--- src/rtl/spi_periph_pkg.sv ---
// Shared constants and types for the SPI register-write target.
// Frame layout: {rw, addr[6:0], data[7:0]}, MSB first.
package spi_periph_pkg;

  localparam int FRAME_BITS = 16;

  localparam logic [6:0] ADDR_EN_OUT_7_0  = 7'h00;
  localparam logic [6:0] ADDR_EN_OUT_15_8 = 7'h01;
  localparam logic [6:0] ADDR_EN_PWM_7_0  = 7'h02;
  localparam logic [6:0] ADDR_EN_PWM_15_8 = 7'h03;
  localparam logic [6:0] ADDR_PWM_DUTY    = 7'h04;

  typedef enum logic [1:0] {
    IDLE,
    SHIFT,
    COMMIT
  } spi_state_t;

endpackage

--- src/rtl/spi_peripheral_sync.sv ---
// Multi-flop synchronizer for one asynchronous SPI pin with
// single-cycle rise/fall pulses derived from the synchronized level.
module spi_edge_sync #(
  parameter int SYNC_STAGES = 2
) (
  input  logic clk,
  input  logic rst_n,
  input  logic din,
  output logic level,
  output logic rise,
  output logic fall
);

  logic [SYNC_STAGES-1:0] sync_q, sync_d;
  logic                   prev_q, prev_d;

  always_comb begin
    sync_d = {sync_q[SYNC_STAGES-2:0], din};
    prev_d = sync_q[SYNC_STAGES-1];
  end

  always_ff @(posedge clk) begin
    if (!rst_n) begin
      sync_q <= '0;
      prev_q <= 1'b0;
    end else begin
      sync_q <= sync_d;
      prev_q <= prev_d;
    end
  end

  assign level = sync_q[SYNC_STAGES-1];
  assign rise  = level & ~prev_q;
  assign fall  = ~level & prev_q;

endmodule

--- src/rtl/spi_peripheral.sv ---
// SPI mode-0 target writing the five PWM control registers.
// Optional cipo readback of the addressed register: SPI_READBACK_EN.
module spi_peripheral
  import spi_periph_pkg::*;
#(
  parameter int         SYNC_STAGES = 2,
  parameter logic [6:0] MAX_ADDR    = 7'h04
) (
  input  logic       clk,
  input  logic       rst_n,
  input  logic       sclk,
  input  logic       copi,
  input  logic       ncs,
  output logic       cipo,
  output logic       cipo_oe,
  output logic [7:0] en_reg_out_7_0,
  output logic [7:0] en_reg_out_15_8,
  output logic [7:0] en_reg_pwm_7_0,
  output logic [7:0] en_reg_pwm_15_8,
  output logic [7:0] pwm_duty_cycle,
  output logic       txn_done
);

  logic sclk_s, sclk_rise, sclk_fall;
  logic copi_s, copi_rise_unused, copi_fall_unused;
  logic ncs_s, ncs_rise, ncs_fall;

  spi_edge_sync #(.SYNC_STAGES(SYNC_STAGES)) u_sclk (
    .clk  (clk),
    .rst_n(rst_n),
    .din  (sclk),
    .level(sclk_s),
    .rise (sclk_rise),
    .fall (sclk_fall)
  );

  spi_edge_sync #(.SYNC_STAGES(SYNC_STAGES)) u_copi (
    .clk  (clk),
    .rst_n(rst_n),
    .din  (copi),
    .level(copi_s),
    .rise (copi_rise_unused),
    .fall (copi_fall_unused)
  );

  spi_edge_sync #(.SYNC_STAGES(SYNC_STAGES)) u_ncs (
    .clk  (clk),
    .rst_n(rst_n),
    .din  (ncs),
    .level(ncs_s),
    .rise (ncs_rise),
    .fall (ncs_fall)
  );

  logic unused_levels;
  assign unused_levels = sclk_s ^ ncs_s;

  spi_state_t  state_q, state_d;
  logic [4:0]  cnt_q, cnt_d;
  logic [15:0] shreg_q, shreg_d;
  logic [7:0]  regs_q [0:4];
  logic [7:0]  regs_d [0:4];

  logic [6:0] addr;
  logic [7:0] data;
  logic       commit_ok;

  assign addr = shreg_q[14:8];
  assign data = shreg_q[7:0];
  assign commit_ok = (cnt_q == 5'(FRAME_BITS))
                   && shreg_q[15]
                   && (addr <= MAX_ADDR);

  always_comb begin
    state_d  = state_q;
    cnt_d    = cnt_q;
    shreg_d  = shreg_q;
    regs_d   = regs_q;
    txn_done = 1'b0;
    unique case (state_q)
      IDLE: begin
        if (ncs_fall) begin
          state_d = SHIFT;
          cnt_d   = '0;
        end
      end
      SHIFT: begin
        if (sclk_rise) begin
          shreg_d = {shreg_q[14:0], copi_s};
          // Saturate at 17 so any overlong frame stays distinguishable
          if (cnt_q != 5'd17) cnt_d = cnt_q + 5'd1;
        end
        if (ncs_rise) state_d = COMMIT;
      end
      COMMIT: begin
        state_d = IDLE;
        if (commit_ok) begin
          txn_done = 1'b1;
          unique case (addr)
            ADDR_EN_OUT_7_0:  regs_d[0] = data;
            ADDR_EN_OUT_15_8: regs_d[1] = data;
            ADDR_EN_PWM_7_0:  regs_d[2] = data;
            ADDR_EN_PWM_15_8: regs_d[3] = data;
            ADDR_PWM_DUTY:    regs_d[4] = data;
            default: ;
          endcase
        end
      end
      default: state_d = IDLE;
    endcase
  end

  always_ff @(posedge clk) begin
    if (!rst_n) begin
      state_q <= IDLE;
      cnt_q   <= '0;
      shreg_q <= '0;
      regs_q  <= '{default: 8'h00};
    end else begin
      state_q <= state_d;
      cnt_q   <= cnt_d;
      shreg_q <= shreg_d;
      regs_q  <= regs_d;
    end
  end

  assign en_reg_out_7_0  = regs_q[0];
  assign en_reg_out_15_8 = regs_q[1];
  assign en_reg_pwm_7_0  = regs_q[2];
  assign en_reg_pwm_15_8 = regs_q[3];
  assign pwm_duty_cycle  = regs_q[4];

`ifdef SPI_READBACK_EN
  logic [7:0] tx_q, tx_d;
  logic       oe_q, oe_d;
  logic [7:0] rd_val;

  always_comb begin
    rd_val = 8'h00;
    if (shreg_d[6:0] <= MAX_ADDR) begin
      unique case (shreg_d[6:0])
        ADDR_EN_OUT_7_0:  rd_val = regs_q[0];
        ADDR_EN_OUT_15_8: rd_val = regs_q[1];
        ADDR_EN_PWM_7_0:  rd_val = regs_q[2];
        ADDR_EN_PWM_15_8: rd_val = regs_q[3];
        ADDR_PWM_DUTY:    rd_val = regs_q[4];
        default:          rd_val = 8'h00;
      endcase
    end
  end

  always_comb begin
    tx_d = tx_q;
    oe_d = oe_q;
    if (sclk_rise && cnt_q == 5'd7 && !shreg_d[7]) begin
      tx_d = rd_val;
      oe_d = 1'b1;
    end else if (sclk_fall && oe_q && cnt_q > 5'd8) begin
      // First fall after the load is skipped so the MSB meets rise 9
      tx_d = {tx_q[6:0], 1'b0};
    end
    if (state_q != SHIFT || ncs_rise) begin
      tx_d = '0;
      oe_d = 1'b0;
    end
  end

  always_ff @(posedge clk) begin
    if (!rst_n) begin
      tx_q <= '0;
      oe_q <= 1'b0;
    end else begin
      tx_q <= tx_d;
      oe_q <= oe_d;
    end
  end

  assign cipo    = tx_q[7];
  assign cipo_oe = oe_q;
`else
  logic unused_sclk_fall;
  assign unused_sclk_fall = sclk_fall;
  assign cipo    = 1'b0;
  assign cipo_oe = 1'b0;
`endif

endmodule

--- config.mk ---
export PLATFORM = sky130hd
export DESIGN_NAME = spi_peripheral
export DESIGN_NICKNAME = d
export VERILOG_FILES = /design/src/rtl/spi_periph_pkg.sv /design/src/rtl/spi_peripheral_sync.sv /design/src/rtl/spi_peripheral.sv
export SDC_FILE = /design/constraint.sdc
export NUM_CORES = 1
export LEC_CHECK = 0
export CAP_MARGIN = 20
export CORE_MARGIN = 8
export CORE_UTILIZATION = 55
export CTS_CLUSTER_DIAMETER = 40
export DETAILED_ROUTE_END_ITERATION = 10
export GPL_TIMING_DRIVEN = 1
export PLACE_DENSITY = 0.87
export REMOVE_ABC_BUFFERS = 1
export SLEW_MARGIN = 10
export SYNTH_ARGS = -nofsm -noshare
export SYNTH_HDL_FRONTEND = slang
export SYNTH_SLANG_ARGS = --single-unit
--- constraint.sdc ---
create_clock -name clk -period 4.3 [get_ports clk]
set_input_delay 0.43 -clock clk [delete_from_list [all_inputs] [get_ports clk]]
set_output_delay 0.43 -clock clk [all_outputs]
set_load 0.05 [all_outputs]
==> impl_metrics.tcl <==
set metrics [dict create \
    synth_compound_area_share_pct 5.98 \
    path_buf_inv 2 \
    fin_crit_ps 2810 \
    seq_area_frac_synth_pct 50.7 \
    gp_congestion 0.802 \
    drive_gt1_share_pct 8.79 \
    internal-power_mw 0.939 \
    synth_warnings 0 \
    viasPerCell 5.18 \
    startpoint_type "register" \
    cap_violations 0 \
    n_antenna_cell 0 \
    synthAdderAreaFrac_pct 1.69 \
    cts_num_sinks 71 \
    wl_met2_mm 2.82 \
    hold_path_class "register to register" \
    vias 2072 \
    layout_common_cells "nand2_1 (80), dfxtp_1 (71), mux2i_1 (44), clkdlybuf4s50_1 (44), a21boi_0 (16)" \
    synth_cell_types 33 \
    filler_cell_count 419 \
    fin_cells 400 \
    run_status "finished, final reports clean" \
    p_switching_mw 0.278 \
    synth_edf_count 0 \
    finalHoldViolCount 0 \
    cts_buffers 9 \
    seqPwrFrac_pct 54.5 \
    crit_type "register to output pin" \
    cts.hold.buffers_added 0 \
    layout_commonest_cell "nand2_1" \
    powerDensity_nw_per_um2 350 \
    cts_tree "built" \
    antenna_found_initial 0 \
    grt_max_degree 52 \
    cts-resized-gates 0 \
    synth_top_area_share_pct 50.7 \
    utilization_pct 69.5 \
    max_freq_mhz 356 \
    grt_use_total_pct 15.8 \
    synthSimpleGateAreaFrac_pct 22.6 \
    relSlewSlack_pct 44.0 \
    wl_met3_um 224 \
    worst_path_max_delay_cell "clkdlybuf4s50_1" \
    crit_path_end_kind "output pin" \
    ys_async_sr_fraction_pct 0 \
    grt_pass1_vias 2078 \
    dieArea_um2 7640 \
    cp_max_fo 6 \
    synth_cells 284 \
    leakage_nw 1.43 \
    finalNetCount 333 \
    ant_nets 0 \
    grt_pass1_wl_mm 9.33 \
    netlist_area_um2 2810 \
    synth_top_family_by_area "simple AND/OR/NAND/NOR gates" \
    overflow 0 \
    finalMaxSlewViolations 0 \
    crit_arrival_ps 2380 \
    path_cells "inv_1 > ha_1 > and4b_1 > nand4_1 > nor2_1 > clkdlybuf4s50_1" \
    drc 0 \
    hpwl_mm 3.96 \
    multiInputGateArea_um2 1300 \
    synth-main-ff-cell "dfxtp_1" \
    comb_power_share_pct 2.3 \
    core.rowCount 26 \
    tns_ps 0 \
    routedWlPerCell_um 14.3 \
    synthXorXnorAreaFrac_pct 0 \
    tightest_slew_ps 835 \
    final-seq-area_um2 1420 \
    routed_wl_mm 5.71 \
    final-setup-viol-count 0 \
    p_total_mw 1.22 \
    clockRootBuffer "clkbuf_8" \
    clkSlewWorstSetupHoldPaths_ps 70 \
    clk_latency_ps 350 \
    start_util_pct 56.0 \
    ctsHtreeMaxLevel 3 \
    cp.required_ps 3870 \
    cpPeakStageDelay_ps 810 \
    rsz0062_at_grt "false" \
    clkPwrFrac_pct 43.2 \
    cts_setup_buffers 0 \
    netSwitchingFraction_pct 22.8 \
    synth_seq_cells 71 \
    pin_count 48 \
    fin_worst_skew_ps 9.43 \
    io_buffers 45 \
    synth_area_leaders "dfxtp_1 (51%), mux2i_1 (16%), nand2_1 (11%), a21boi_0 (4.3%), nand4_2 (2.2%)" \
    yosysTopAreaCell "dfxtp_1" \
    fin_crit_sh_pct 65.3 \
    area_growth_pct 24.0 \
    drt_iter0_drc 105 \
    core-area_um2 5010 \
    stdcell_area_um2 3480 \
    drt-met1-wl_mm 2.52 \
    dr.pass1.iters 4 \
    post-place-cells 384 \
    placed_area_um2 3280 \
    avgSynthCellArea_um2 9.88 \
    synthMuxAreaShare_pct 15.7 \
    cp_top_family "buffers and inverters" \
    die_h_um 87.4 \
    top_layer_used "met4" \
    peakVddDrop_mv 0.260 \
    die_x_um 87.4 \
    clockBufferDepth 2 \
]
[power groups by stage]
stage / clock network (mW) / registers [mW] / logic [mW]
finish: 0.525 / 0.663 / 0.0280
global route: 0.564 / 0.663 / 0.0309
CTS: 0.537 / 0.663 / 0.0281
detailed placement: 0 / 0.679 / 0.0280
global placement: 0 / 0.678 / 0.0277
floorplan: 0 / 0.678 / 0.0129
[worst paths after layout]
path | from | to | slack [ps] | depth (start not counted)
min | u_copi.sync_q[0] | u_copi.sync_q[1] | 430 | 1
min reg2reg | u_copi.sync_q[0] | u_copi.sync_q[1] | 430 | 1
max reg2reg | state_q[0] | cnt_q[0] | 2290 | 3
max | cnt_q[0] | txn_done | 1490 | 6
[sequential cells by signal, indices dropped and copies added, names as in the netlist, 2 cells and up]
name and count:
cnt_q 5, u_copi.sync_q 2, pwm_duty_cycle 8, en_reg_out_7_0 8
shreg_q 16, u_ncs.sync_q 2, state_q 2, en_reg_pwm_7_0 8
en_reg_pwm_15_8 8, en_reg_out_15_8 8, u_sclk.sync_q 2
[cells in the mapped netlist (all sizes together), types with 2 or more instances]
cell	number
mux2i	44
nand2	80
nor4bb	2
nor3b	2
buf	7
nand3b	3
dfxtp	71
inv	3
a21oi	2
a21boi	17
ha	3
nand3	9
clkbuf	11
nand4	6
nor4b	3
and2	8
and4b	2
[routing by layer]
layer,track usage [%],vias to the layer above
li1,-,1045
met1,17.4,976
met2,26.9,38
met3,3.30,13
met4,10.6,0
met5,0,-
[metrics by stage]
stage                     setup slack (ps)  hold slack [ps]
after floorplan                       2210              412
after global placement                1890              414
after detailed placement              1850              421
after CTS                             1460              440
after global routing                  1390              452
final                                 1490              433
[cell type report]
type                            count  area share [%]
Tap cell                           70            2.52
Timing Repair Buffer               47            13.2
Sequential cell                    71            40.8
Clock inverter                      7            2.09
Clock buffer                        9            3.56
Inverter                            3           0.324
Multi-Input combinational cell    193            37.4
[kinds of logic (layout without fill, tap and decap cells)]
kind of cell,after synthesis,after routing
buffers and inverters,21,66
other,1,2
adders and majority gates,4,4
AOI/OAI and AO/OA,22,22
muxes,44,44
DFF,71,71
and+or+nand+nor,121,121
Note: power is estimated with default switching activity, not from simulation.
